<file path="config.mk">
export PLATFORM = sky130hd
export DESIGN_NAME = bank_fifo_burst_writer
export DESIGN_NICKNAME = d
export VERILOG_FILES = /design/src/rtl/bank_fifo_burst_writer.sv
export SDC_FILE = /design/constraint.sdc
export NUM_CORES = 1
export LEC_CHECK = 0
export CELL_PAD_IN_SITES_DETAIL_PLACEMENT = 1
export CELL_PAD_IN_SITES_GLOBAL_PLACEMENT = 2
export CORE_UTILIZATION = 32
export CTS_BUF_LIST = sky130_fd_sc_hd__clkbuf_8 sky130_fd_sc_hd__clkbuf_16
export CTS_CLUSTER_DIAMETER = 50
export DETAILED_ROUTE_END_ITERATION = 7
export PLACE_DENSITY_LB_ADDON = 0.15
export SLEW_MARGIN = 10
export SYNTH_ARGS = -nofsm -noshare
export SYNTH_HDL_FRONTEND = slang
export SYNTH_SLANG_ARGS = --single-unit
</file>
<file path="constraint.sdc">
create_clock -name w_clk -period 3.5 [get_ports w_clk]
set_clock_uncertainty 0.1 [all_clocks]
set_input_delay 0.875 -clock w_clk [delete_from_list [all_inputs] [get_ports w_clk]]
set_output_delay 0.875 -clock w_clk [all_outputs]
set_load 0.05 [all_outputs]
</file>
<file path="src/rtl/bank_fifo_burst_writer.sv">
// Write-side traffic source for BankFIFO soak tests: emits bursts of
// incrementing words with programmable idle gaps and keeps running counts.
module bank_fifo_burst_writer #(
    parameter int W         = 16,
    parameter int BURST_LEN = 256,
    parameter int GAP       = 2,
    parameter int BURSTS    = 0,
    parameter int SEED      = 0
) (
    input  logic         w_clk,
    input  logic         rstClk,
    input  logic         en,
    input  logic         w_ready,
    output logic         w_trigger,
    output logic [W-1:0] w_data,
    output logic         done,
    output logic [15:0]  burst_count,
    output logic [31:0]  word_count
);

    typedef enum logic [1:0] {
        ST_IDLE  = 2'd0,
        ST_BURST = 2'd1,
        ST_GAPW  = 2'd2,
        ST_DONE  = 2'd3
    } state_t;

    localparam logic [15:0]  LAST_BEAT = 16'(BURST_LEN - 1);
    localparam logic [15:0]  GAP_L     = 16'(GAP);
    localparam logic [15:0]  BURSTS_L  = 16'(BURSTS);
    localparam logic [W-1:0] SEED_L    = W'(SEED);

    state_t         state_r;
    logic           trig_r;
    logic [W-1:0]   data_r;
    logic           done_r;
    logic [15:0]    burst_r;
    logic [31:0]    words_r;
    logic [15:0]    beat_r;
    logic [15:0]    gap_r;
    logic           xfer_s;

    assign xfer_s = trig_r & w_ready;

    // Burst sequencer: every output is a register updated here.
    always_ff @(posedge w_clk or posedge rstClk) begin
        if (rstClk) begin
            state_r <= ST_IDLE;
            trig_r  <= 1'b0;
            data_r  <= SEED_L;
            done_r  <= 1'b0;
            burst_r <= 16'd0;
            words_r <= 32'd0;
            beat_r  <= 16'd0;
            gap_r   <= 16'd0;
        end else begin
            case (state_r)
                ST_IDLE: begin
                    if (en) begin
                        trig_r  <= 1'b1;
                        state_r <= ST_BURST;
                    end
                end
                ST_BURST: begin
                    if (xfer_s) begin
                        data_r  <= data_r + {{(W-1){1'b0}}, 1'b1};
                        words_r <= words_r + 32'd1;
                        if (beat_r == LAST_BEAT) begin
                            beat_r  <= 16'd0;
                            burst_r <= burst_r + 16'd1;
                            // Completion outranks en; en is only looked at here.
                            if ((BURSTS_L != 16'd0) && ((burst_r + 16'd1) == BURSTS_L)) begin
                                trig_r  <= 1'b0;
                                done_r  <= 1'b1;
                                state_r <= ST_DONE;
                            end else if (!en) begin
                                trig_r  <= 1'b0;
                                state_r <= ST_IDLE;
                            end else if (GAP_L == 16'd0) begin
                                trig_r  <= 1'b1;
                                state_r <= ST_BURST;
                            end else begin
                                trig_r  <= 1'b0;
                                gap_r   <= GAP_L;
                                state_r <= ST_GAPW;
                            end
                        end else begin
                            beat_r <= beat_r + 16'd1;
                        end
                    end
                end
                ST_GAPW: begin
                    if (gap_r == 16'd1) begin
                        gap_r   <= 16'd0;
                        trig_r  <= en;
                        state_r <= en ? ST_BURST : ST_IDLE;
                    end else begin
                        gap_r <= gap_r - 16'd1;
                    end
                end
                ST_DONE: begin
                    trig_r <= 1'b0;
                end
                default: begin
                    trig_r  <= 1'b0;
                    state_r <= ST_IDLE;
                end
            endcase
        end
    end

    assign w_trigger   = trig_r;
    assign w_data      = data_r;
    assign done        = done_r;
    assign burst_count = burst_r;
    assign word_count  = words_r;

endmodule

</file>
* Word-level counts from Yosys, hierarchy flattened
Cells that the tools add are included.
Word-level totals: output and inout port bits 66, register bits after elaboration 99, input port bits 4, logic and storage cells 49
Cells by class: reduce and logical (&&, ||, !) cells 8, multiplexer cells 18, bitwise operators 1, equality and inequality tests 10, add/subtract/negate cells 5
Operators by type and width (count):
- 16-bit 2-to-1 mux | 5
- 16-bit by 1-bit adder with 16-bit output, second input constant | 3
- 32-bit by 1-bit adder with 32-bit output, second input constant | 1
- 16-bit case mux with 2 select lines | 1
- 16-bit by 1-bit equality test with 1-bit output, second input constant | 1
- 16-bit by 8-bit equality test with 1-bit output, second input constant | 1
- 16-bit by 1-bit subtractor with 16-bit output, second input constant | 1
- 2-bit 2-to-1 mux | 5
- 2-bit inequality test, second input constant | 5
- 4-bit AND reduction | 2
- 2-bit case mux with 3 select lines | 1
- 1-bit 2-to-1 mux | 5
- 5-bit AND reduction | 1
- 2-bit equality test, second input constant | 2
- 1-bit case mux with 4 select lines | 1
- 3-bit AND reduction | 1
- 3-bit nonzero test | 1
- 2-bit by 1-bit equality test with 1-bit output, second input constant | 1
- 2-bit zero test | 1
- 2-bit AND reduction | 1
- 2-bit nonzero test | 1
- 1-bit bitwise AND | 1

* Logic depth before layout (Yosys ltp)
word-level depth 4, gate-level depth with buffers 9

* Worst setup path before layout
Ideal clock, no wire load.
path kind input-to-reg, start point input w_ready, end point register burst_r[1] (netlist: burst_count[1]), data required time 3275 ps, arrival time 2216 ps, slack 1059 ps, stages 5, buffers on the path 1, setup time 125 ps, cells stage by stage and3_1 clkbuf_1 nand4_1 nor2_1 mux2_2
Between the ends: cells in the longest elaborated chain, start to end 2
Ends and longest elaborated chain:
- start, declared | RTL line 13 | input logic w_ready,
- 1-bit bitwise AND | RTL line 43 | assign xfer_s = trig_r & w_ready;
- 3-bit AND reduction (no line)
- end signal, assigned | RTL line 70 | burst_r <= burst_r + 16'd1;
- end, declared | RTL line 37 | logic [15:0] burst_r;
No other way between the ends. A chain may end at the register's enable or synchronous reset.

* Worst setup path after layout
start point register gap_r[1], end point register gap_r[6]
Between the ends: cells in the longest elaborated chain, start to end 3
Ends and longest elaborated chain:
- start, declared | RTL line 40 | logic [15:0] gap_r;
- start signal, assigned | RTL line 98 | gap_r <= gap_r - 16'd1;
- 16-bit by 1-bit subtractor with 16-bit output / 16-bit by 1-bit equality test with 1-bit output (equally long branches) | RTL line 98, 93
- 16-bit 2-to-1 mux * | RTL line 93 | if (gap_r == 16'd1) begin
- 16-bit case mux with 2 select lines * | RTL line 57 | case (state_r)
Every way passes the cells marked *; elsewhere a longest branch is shown, timed or not.

==> metrics.yaml <==
slew_headroom_pct: 42.8
pwr-share-seq_pct: 50.5
cts_buffer_depth: 2
cts_root_buf: "clkbuf_16"
synth-edff-count: 0
path_clk_slew_ns: 0.07
rows: 44
syn_inst: 447
start_kind: "register"
grt_pass1_wl_um: 18400
synthFlopType: "dfrtp_1"
synthSimpleGateAreaFrac_pct: 21.4
vdd_drop_max_uv: 213
required_ns: 3.64
cp_top_family: "simple AND/OR/NAND/NOR gates"
first_global_vias: 3659
finalHoldViolations: 0
viasPerCell: 4.97
min_to: "w_data[15]$_DFFE_PP0P_"
worstSkewPairLatency_ns: 0.35
cp_slowest_stage_delay_ns: 0.63
synth_compound_area_share_pct: 6.19
min_path_cells: 1
rr_worst_depth: 8
antenna_left: 0
finalWorstSetupSlack_ns: 0.825
synth_fa_ha_area_share_pct: 2.91
grt_use_total_pct: 15.7
clock_power_share_pct: 47.9
htree_levels: 3
cpMaxStageDelayCell: "or4b_2"
cts.sinks: 99
cts_buffers: 9
holdBufCountCts: 0
fin_crit_sh_pct: 76.4
core_area_sq_um: 14500
yosys-top-cells-area: "dfrtp_1 (52%), xnor2_1 (9.8%), nand2_1 (4.2%)"
syn_avg_cell_area_sq_um: 10.6
period_minus_slack_ns: 2.67
antenna_found_initial: 0
place_inst: 702
num_vias: 3568
synth.distinct_cells: 45
area_delta_synth_final_pct: 27.0
criticalPathCategory: "register to register"
drv_slew: 0
r2r_setup_slack_ns: 0.83
drt-wirelength-per-cell_um: 15.2
dr.pass1.iters: 4
grt_max_degree: 37
switchingPower_uw: 486
end_kind: "register"
path_cells: "inv_1 -> ha_1 -> or4b_2 -> nor4_4 -> nand2b_1 -> buf_4 -> o21ai_0 -> a22o_1"
dp_hpwl_um: 7860
fin_nets: 544
ys.warnings.count: 1
synth_xor_area_share_pct: 13.3
cts_tree: "built"
cap_violations: 0
setup_tns_ns: 0
final_cells: 718
ys_seq_area_share_pct: 52.4
tightestPinTransition_ns: 0.856
mostFrequentLayoutCell: "dfrtp_1"
die_x_um: 124
drive_gt1_share_pct: 7.12
max_freq_mhz: 374
finalSetupViolCount: 0
grt-ovfl-total: 0
hp-start: "w_data[15]$_DFFE_PP0P_"
finalWeightedCongestion: 0.736
synthMuxAreaShare_pct: 1.11
die_area_sq_um: 15300
worstPathMaxFanout: 11
synth_top_family_by_area: "simple AND/OR/NAND/NOR gates"
cp.arrival_ns: 2.81
syn-cell-area_sq_um: 4730
p_per_area_nw_per_um2: 377
p_leak_nw: 2.68
diodes: 0
fp.dieH_um: 124
postCtsSetupBuffers: 0
synthDominantCellAreaShare_pct: 52.4
r2r-end: "gap_r[6]$_DFFE_PP0P_"
combPwrFrac_pct: 1.6
mostFrequentLayoutCells: "dfrtp_1 (99), clkdlybuf4s50_1 (68), nand2_1 (53), xnor2_1 (53), nor2_1 (35)"
drtIter0Drc: 121
ioPinCount: 70
initial_core_util_pct: 32.7
hold_path_class: "register to register"
syn_nets: 462
nFillCells: 1620
p_int_mw: 1.78
rsz0062_at_grt: "false"
port_buffers: 68
path_buf_inv: 2
synth-seq-cells: 99
pre_cts_ws_ns: 0.456
post_cts_resized: 0
synth_top_area_cell: "dfrtp_1"
status: "finished, final reports clean"
routed_wl_um: 10900
hold_slack_ns: 0.371
drcViolationCount: 0
async_flop_share_pct: 100
crit-reg2reg-launch: "gap_r[1]$_DFFE_PP0P_"
switching_share_pct: 21.5
[area by class of cell]
| cell class | instances | area (sq um) | share of cell area (%) |
|---|---|---|---|
| multi-input cells | 326 | 2130 | 35.4 |
| clock buffers | 9 | 225 | 3.75 |
| inverters | 11 | 45.0 | 0.750 |
| clock inverters | 7 | 91.3 | 1.52 |
| flip-flops and latches | 99 | 2480 | 41.2 |
| repair buffers | 82 | 811 | 13.5 |
| well taps | 184 | 230 | 3.83 |
[state kept, by name (all words and copies together), names as in the netlist]
signal / count
w_trigger: 1
beat_r: 16
word_count: 32
w_data: 16
state_r: 2
burst_count: 16
gap_r: 16
[synth_stat cells (3+ instances only)]
cell type and n:
a21o_1 3, a22o_1 10, or3_1 3, nand4_1 20, o21ai_0 15, mux2i_1 3
and3_1 10, nor4_1 7, or4_1 3, nand2_1 53, inv_1 11, xor2_1 19
nand3_1 22, and4_1 4, dfrtp_1 99, clkbuf_1 4, buf_6 5, and2_1 10
nor3_1 19, nor2_1 35, xnor2_1 53, ha_1 11
[worst max-delay path by stage]
stage                               from                    endpoint  slack, ns  cells past startpoint
floorplan                        w_ready  burst_count[1]$_DFFE_PP0P_       1.06                      5
global placement                 w_ready      w_data[15]$_DFFE_PP0P_       0.50                      7
detailed placement               w_ready      beat_r[15]$_DFFE_PP0P_       0.46                      7
CTS                 gap_r[1]$_DFFE_PP0P_        gap_r[6]$_DFFE_PP0P_       0.79                      8
global route        gap_r[1]$_DFFE_PP0P_        gap_r[6]$_DFFE_PP0P_       0.64                      8
finish              gap_r[1]$_DFFE_PP0P_        gap_r[6]$_DFFE_PP0P_       0.83                      8
[metrics by stage]
step	utilization [%]	area, sq um	power [mW]
2_1_floorplan	-	4740	1.19
3_3_place_gp	39.3	5690	1.20
3_5_place_dp	39.3	5690	1.20
4_1_cts	41.5	6010	2.31
5_1_grt	41.5	6010	2.34
6_report	41.5	6010	2.26
[cell families after synthesis]
| group | count (synthesis) |
|---|---|
| compound gates | 40 |
| xor+xnor | 72 |
| fa+ha+maj | 11 |
| buf+inv | 22 |
| flops | 99 |
| mux | 5 |
| other cells | 1 |
| simple gates | 197 |
[worst register-to-register path, cell delays in order (launching register included)]
cell	delay (ns)
dfrtp_1	0.40
inv_1	0.08
ha_1	0.13
or4b_2	0.63
nor4_4	0.22
nand2b_1	0.40
buf_4	0.24
o21ai_0	0.10
a22o_1	0.26
[routing by layer]
metal / vias up / global-route usage (%) / wire (um)
met1: 1786 / 21.7 / 5380
li1: 1716 / - / -
met3: 13 / 2.34 / 292
met2: 53 / 24.3 / 5040
met4: 0 / 6.78 / 196
met5: - / 0 / 0
[power groups by stage]
stage               combinational (mW)  clock (mW)  sequential [mW]
floorplan                       0.0208           0             1.17
global placement                0.0380           0             1.17
detailed placement              0.0383           0             1.17
CTS                             0.0384        1.12             1.14
global route                    0.0417        1.16             1.14
finish                          0.0358        1.09             1.14
Power figures use the tool's default switching activity.
